`src/rtl/ch0re_ex_resolve.sv`:
```
// Execute-stage back end: resolves branches/jumps, issues a one-cycle fetch redirect,
// and registers the instruction into EX/MEM through a 2-entry skid buffer.
module ch0re_ex_resolve #(
    parameter int XLEN  = 64,
    parameter int RegAw = 5
) (
    input  logic             i_clk,
    input  logic             i_rst_n,
    input  logic             i_flush,
    input  logic             i_valid,
    output logic             o_ready,
    input  logic [XLEN-1:0]  i_pc,
    input  logic [XLEN-1:0]  i_imm,
    input  logic [XLEN-1:0]  i_alu_res,
    input  logic             i_flag_zero,
    input  logic             i_flag_less,
    input  logic [1:0]       i_kind,
    input  logic [2:0]       i_br_cond,
    input  logic [RegAw-1:0] i_rd,
    input  logic             i_rd_we,
    output logic             o_valid,
    input  logic             i_ready,
    output logic [XLEN-1:0]  o_res,
    output logic [RegAw-1:0] o_rd,
    output logic             o_rd_we,
    output logic             o_redirect,
    output logic [XLEN-1:0]  o_redirect_pc,
    output logic             o_misalign
);

    typedef enum logic [1:0] {
        KindAlu    = 2'd0,
        KindBranch = 2'd1,
        KindJal    = 2'd2,
        KindJalr   = 2'd3
    } kind_e;

    kind_e            w_kind;
    logic             w_accept;
    logic             w_retire;
    logic             w_mainFree;
    logic             w_skidValidNext;
    logic             w_taken;
    logic [XLEN-1:0]  w_target;
    logic [XLEN-1:0]  w_res;
    logic             w_rdWe;
    logic [XLEN-1:0]  w_link;

    logic             r_ready;
    logic             r_mainValid;
    logic [XLEN-1:0]  r_mainRes;
    logic [RegAw-1:0] r_mainRd;
    logic             r_mainRdWe;
    logic             r_skidValid;
    logic [XLEN-1:0]  r_skidRes;
    logic [RegAw-1:0] r_skidRd;
    logic             r_skidRdWe;
    logic             r_redirect;
    logic [XLEN-1:0]  r_redirectPc;
    logic             r_misalign;

    assign w_kind     = kind_e'(i_kind);
    assign w_accept   = i_valid & r_ready & ~i_flush;
    assign w_retire   = r_mainValid & i_ready;
    assign w_mainFree = ~r_mainValid | w_retire;
    assign w_link     = i_pc + XLEN'(4);

    // Skid only stays/becomes occupied while main is still holding an unretired entry.
    assign w_skidValidNext = ~i_flush & ~w_mainFree & (r_skidValid | w_accept);

    always_comb begin
        w_taken  = 1'b0;
        w_target = i_pc + i_imm;
        w_res    = i_alu_res;
        w_rdWe   = i_rd_we & (i_rd != '0);
        case (w_kind)
            KindBranch: begin
                w_rdWe = 1'b0;
                case (i_br_cond)
                    3'd0:       w_taken = i_flag_zero;
                    3'd1:       w_taken = ~i_flag_zero;
                    3'd4, 3'd6: w_taken = i_flag_less;
                    3'd5, 3'd7: w_taken = ~i_flag_less;
                    default:    w_taken = 1'b0;
                endcase
            end
            KindJal: begin
                w_taken = 1'b1;
                w_res   = w_link;
            end
            KindJalr: begin
                w_taken  = 1'b1;
                w_res    = w_link;
                w_target = i_alu_res & ~XLEN'(1);
            end
            default: w_taken = 1'b0;
        endcase
    end

    always_ff @(posedge i_clk or negedge i_rst_n) begin
        if (!i_rst_n) begin
            r_ready      <= 1'b0;
            r_mainValid  <= 1'b0;
            r_mainRes    <= '0;
            r_mainRd     <= '0;
            r_mainRdWe   <= 1'b0;
            r_skidValid  <= 1'b0;
            r_skidRes    <= '0;
            r_skidRd     <= '0;
            r_skidRdWe   <= 1'b0;
            r_redirect   <= 1'b0;
            r_redirectPc <= '0;
            r_misalign   <= 1'b0;
        end else begin
            r_ready    <= ~w_skidValidNext;
            r_redirect <= w_accept & w_taken;
            r_misalign <= w_accept & w_taken & (w_target[1:0] != 2'b00);
            if (w_accept & w_taken) begin
                r_redirectPc <= w_target;
            end
            if (i_flush) begin
                r_mainValid <= 1'b0;
                r_skidValid <= 1'b0;
            end else if (w_mainFree) begin
                // Skid is older than anything arriving now, so it always wins main.
                if (r_skidValid) begin
                    r_mainValid <= 1'b1;
                    r_mainRes   <= r_skidRes;
                    r_mainRd    <= r_skidRd;
                    r_mainRdWe  <= r_skidRdWe;
                    r_skidValid <= 1'b0;
                end else begin
                    r_mainValid <= w_accept;
                    if (w_accept) begin
                        r_mainRes  <= w_res;
                        r_mainRd   <= i_rd;
                        r_mainRdWe <= w_rdWe;
                    end
                end
            end else if (w_accept) begin
                r_skidValid <= 1'b1;
                r_skidRes   <= w_res;
                r_skidRd    <= i_rd;
                r_skidRdWe  <= w_rdWe;
            end
        end
    end

    assign o_ready       = r_ready;
    assign o_valid       = r_mainValid;
    assign o_res         = r_mainRes;
    assign o_rd          = r_mainRd;
    assign o_rd_we       = r_mainRdWe;
    assign o_redirect    = r_redirect;
    assign o_redirect_pc = r_redirectPc;
    assign o_misalign    = r_misalign;

endmodule

```
`config.mk`:
```
export PLATFORM = sky130hd
export DESIGN_NAME = ch0re_ex_resolve
export DESIGN_NICKNAME = d
export VERILOG_FILES = /design/src/rtl/ch0re_ex_resolve.sv
export SDC_FILE = /design/constraint.sdc
export NUM_CORES = 1
export LEC_CHECK = 0
export CAP_MARGIN = 20
export CELL_PAD_IN_SITES_DETAIL_PLACEMENT = 0
export CELL_PAD_IN_SITES_GLOBAL_PLACEMENT = 1
export CORE_MARGIN = 10
export CORE_UTILIZATION = 40
export DETAILED_ROUTE_END_ITERATION = 7
export PLACE_DENSITY = 0.93
export SYNTH_ARGS = -nofsm -noshare
export SYNTH_HDL_FRONTEND = slang
export SYNTH_SLANG_ARGS = --single-unit
```
`constraint.sdc`:
```
create_clock -name i_clk -period 3.25 [get_ports i_clk]
set_clock_uncertainty 0.2 [all_clocks]
set_input_delay 0.325 -clock i_clk [delete_from_list [all_inputs] [get_ports i_clk]]
set_output_delay 0.325 -clock i_clk [all_outputs]
set_load 0.02 [all_outputs]
```
==> results.json, run 1 <==
{
  "synth_top_family_by_area": "simple AND/OR/NAND/NOR gates",
  "internal-power_mw": 6.65,
  "synth-seq-area-share_pct": 36.2,
  "antenna_found_initial": 12,
  "tightest_slew_ps": 886,
  "yosys.area_share.simple_pct": 22.8,
  "vias_per_cell": 5.56,
  "track_usage_pct": 25.5,
  "dpl.hpwl_um": 47400,
  "status": "finished, final reports clean",
  "tns_ps": 0,
  "synthAdderAreaFrac_pct": 5.68,
  "port_buffers": 347,
  "synthMuxAreaShare_pct": 4.19,
  "required_ps": 3460,
  "synth_cell_types": 72,
  "worst_hold_slack_ps": 156,
  "finalMaxSlewViolations": 0,
  "ys.flop_type": "dfrtp_1",
  "arrival_ps": 3380,
  "fin_crit_sh_pct": 97.6,
  "dieArea_um2": 44100,
  "drive_gt1_share_pct": 15.7,
  "drc": 0,
  "setup_viol": 0,
  "fin_util_pct": 59.9,
  "syn_nets": 2104,
  "synth_edf_count": 0,
  "dpl_cell_area_um2": 20400,
  "final_common_cell": "nand2_1",
  "areaGrowthSynthToFinish_pct": 47.6,
  "drt-initial-drc-count": 1962,
  "pwr-share-clk_pct": 27.6,
  "clock_latency_ps": 530,
  "final_nets": 2659,
  "cellLeakagePower_nw": 9.46,
  "max-slew-margin-rel_pct": 40.3,
  "grt_max_degree": 95,
  "routed_wl_um": 59000,
  "syn_avg_cell_area_um2": 7.90,
  "root_buffer": "clkbuf_16",
  "core_um2": 35600,
  "min_period_ps": 3170,
  "synth_compound_area_share_pct": 20.5,
  "p_sw_share_pct": 35.4,
  "cts.reportedPaths.clkPinSlew_ps": 60,
  "pwr-share-seq_pct": 34.4,
  "cts_tree": "yes",
  "critPathMaxFanout": 3,
  "grt_pass1_wl_um": 90300,
  "die_x_um": 210,
  "clock-sinks": 209,
  "dr_total_vias": 16000,
  "die-height_um": 210,
  "gp_congestion": 1.04,
  "row_count": 69,
  "syn-cell-area_um2": 14400,
  "power_density_nw_per_um2": 483,
  "switchingPower_mw": 3.64,
  "synthArstFlopShare_pct": 100,
  "clk_path_buf_depth": 3,
  "critPathKind": "in -> reg",
  "drt_first_pass_iters": 8,
  "htreeDepth": 1,
  "pin_count": 348,
  "rrSetupSlack_ps": 890,
  "end_kind": "flop",
  "drt-wirelength-per-cell_um": 20.5,
  "synth_xor_area_share_pct": 6.79,
  "netlist_instances": 1829,
  "ant_nets": 0,
  "final_cell_mix": "nand2_1, clkdlybuf4s50_1, buf_4",
  "startpoint_type": "primary input",
  "overflow": 0,
  "vdd_ir_drop_max_mv": 0.304,
  "finalHoldViolations": 0,
  "drv_cap": 0,
  "hold_class": "in -> reg",
  "finalInstanceArea_um2": 21300,
  "fillers": 3201,
  "combPwrFrac_pct": 38.0,
  "cts_buffers": 25,
  "grt_pass1_vias": 15700,
  "yosys_warnings": 0,
  "fmax_ghz": 0.315,
  "ys_ff_latch": 209,
  "start_util_pct": 40.6
}
==> metal layers <==
| metal | track usage [%] | part of all wire [%] |
|---|---|---|
| met1 | 34.6 | 43 |
| met2 | 39.6 | 44 |
| met3 | 4.20 | 8.5 |
| met4 | 11.1 | 4.5 |
| met5 | 0 | 0 |
==> critical path, cell delays in order <==
cell and delay (ps):
clkdlybuf4s50_1 470, ha_1 350, o21ai_0 80, nor2_1 210
o21ai_0 160, buf_4 170, a2111oi_2 460, o31a_1 300
o21ai_0 140, buf_4 150, a41oi_1 250, mux2i_1 220
nand3_1 90
==> stage by stage <==
stage | power, mW | worst slack (ps) | cells
after floorplan | 5.31 | 242 | 1829
after global placement | 7.35 | -543 | 2817
after detailed placement | 7.45 | -543 | 2817
after CTS | 10.3 | 32.1 | 2864
after global routing | 10.8 | -39.7 | 2876
final | 10.3 | 78.2 | 2876
==> cells in the mapped netlist (all sizes together) (30+ instances only) <==
master,n,share of area (%)
and3,33,1.4
xor2,54,3.3
nor2,152,4.0
o21ai,172,6.0
dfrtp,209,36
nand3,56,2.1
xnor2,58,3.5
nand2,379,9.9
a21o,30,1.6
a21oi,185,6.4
clkbuf,90,2.3
ha,64,5.5
nand4,31,1.4
mux2i,56,3.9
==> sequential cells by signal (all words and copies together), names as in the netlist <==
register       count
o_misalign         1
o_rd               5
o_rd_we            1
o_ready            1
o_redirect         1
o_redirect_pc     64
o_res             64
o_valid            1
r_skidRd           5
r_skidRdWe         1
r_skidRes         64
r_skidValid        1
==> kinds of logic after synthesis <==
logic type                 count (synthesis)
DFF                                      209
muxes                                     60
buffers and inverters                    139
and+or+nand+nor                          734
xor gates and xnor gates                 112
AOI/OAI and AO/OA                        510
adders and majority gates                 65
==> area by class of cell <==
type                       count  area [um^2]  share of cell area (%)
multi-input combinational   1481         8740                    41.0
timing repair buffer         638         5800                    27.2
sequential                   209         5230                    24.5
clock buffer                  34          719                    3.37
tap                          461          577                    2.71
clock inverter                12          109                   0.511
inverter                      29          109                   0.511
antenna                       12         30.0                   0.141
==> final timing paths <==
check,startpoint,end,cells after the start
setup / recovery,i_pc[2],o_redirect_pc[63],13
hold / removal,i_pc[0],o_redirect_pc[0],4
setup reg to reg,o_ready,o_redirect_pc[56],7
hold reg to reg,r_skidRes[59],r_skidRes[59],2
max in group asynchronous,i_rst_n,o_res[34],3
min in group asynchronous,i_rst_n,r_skidRes[18],2
==> what timing repair did <==
action,CTS,global route
hold endpoints to repair,78,0
pin swaps,0,2
endpoints found under the setup margin,2,16
hold buffers,1,0
resized for setup,2,13
buffers inserted,0,0
==> power groups by stage <==
stage          Combinational (mW)  Sequential (mW)  Clock (mW)
6_report                     3.91             3.54        2.84
5_1_grt                      4.21             3.60        3.00
4_1_cts                      3.89             3.54        2.88
3_5_place_dp                 3.87             3.58           0
3_3_place_gp                 3.80             3.55           0
2_1_floorplan                1.37             3.94           0
Power figures use the tool's default switching activity.
==> run 2: changes to the inputs <==
CAP_MARGIN = 15   (was 20)
==> results of run 2 <==
No change in the layout: final DEF, timing and power equal those of run 1.
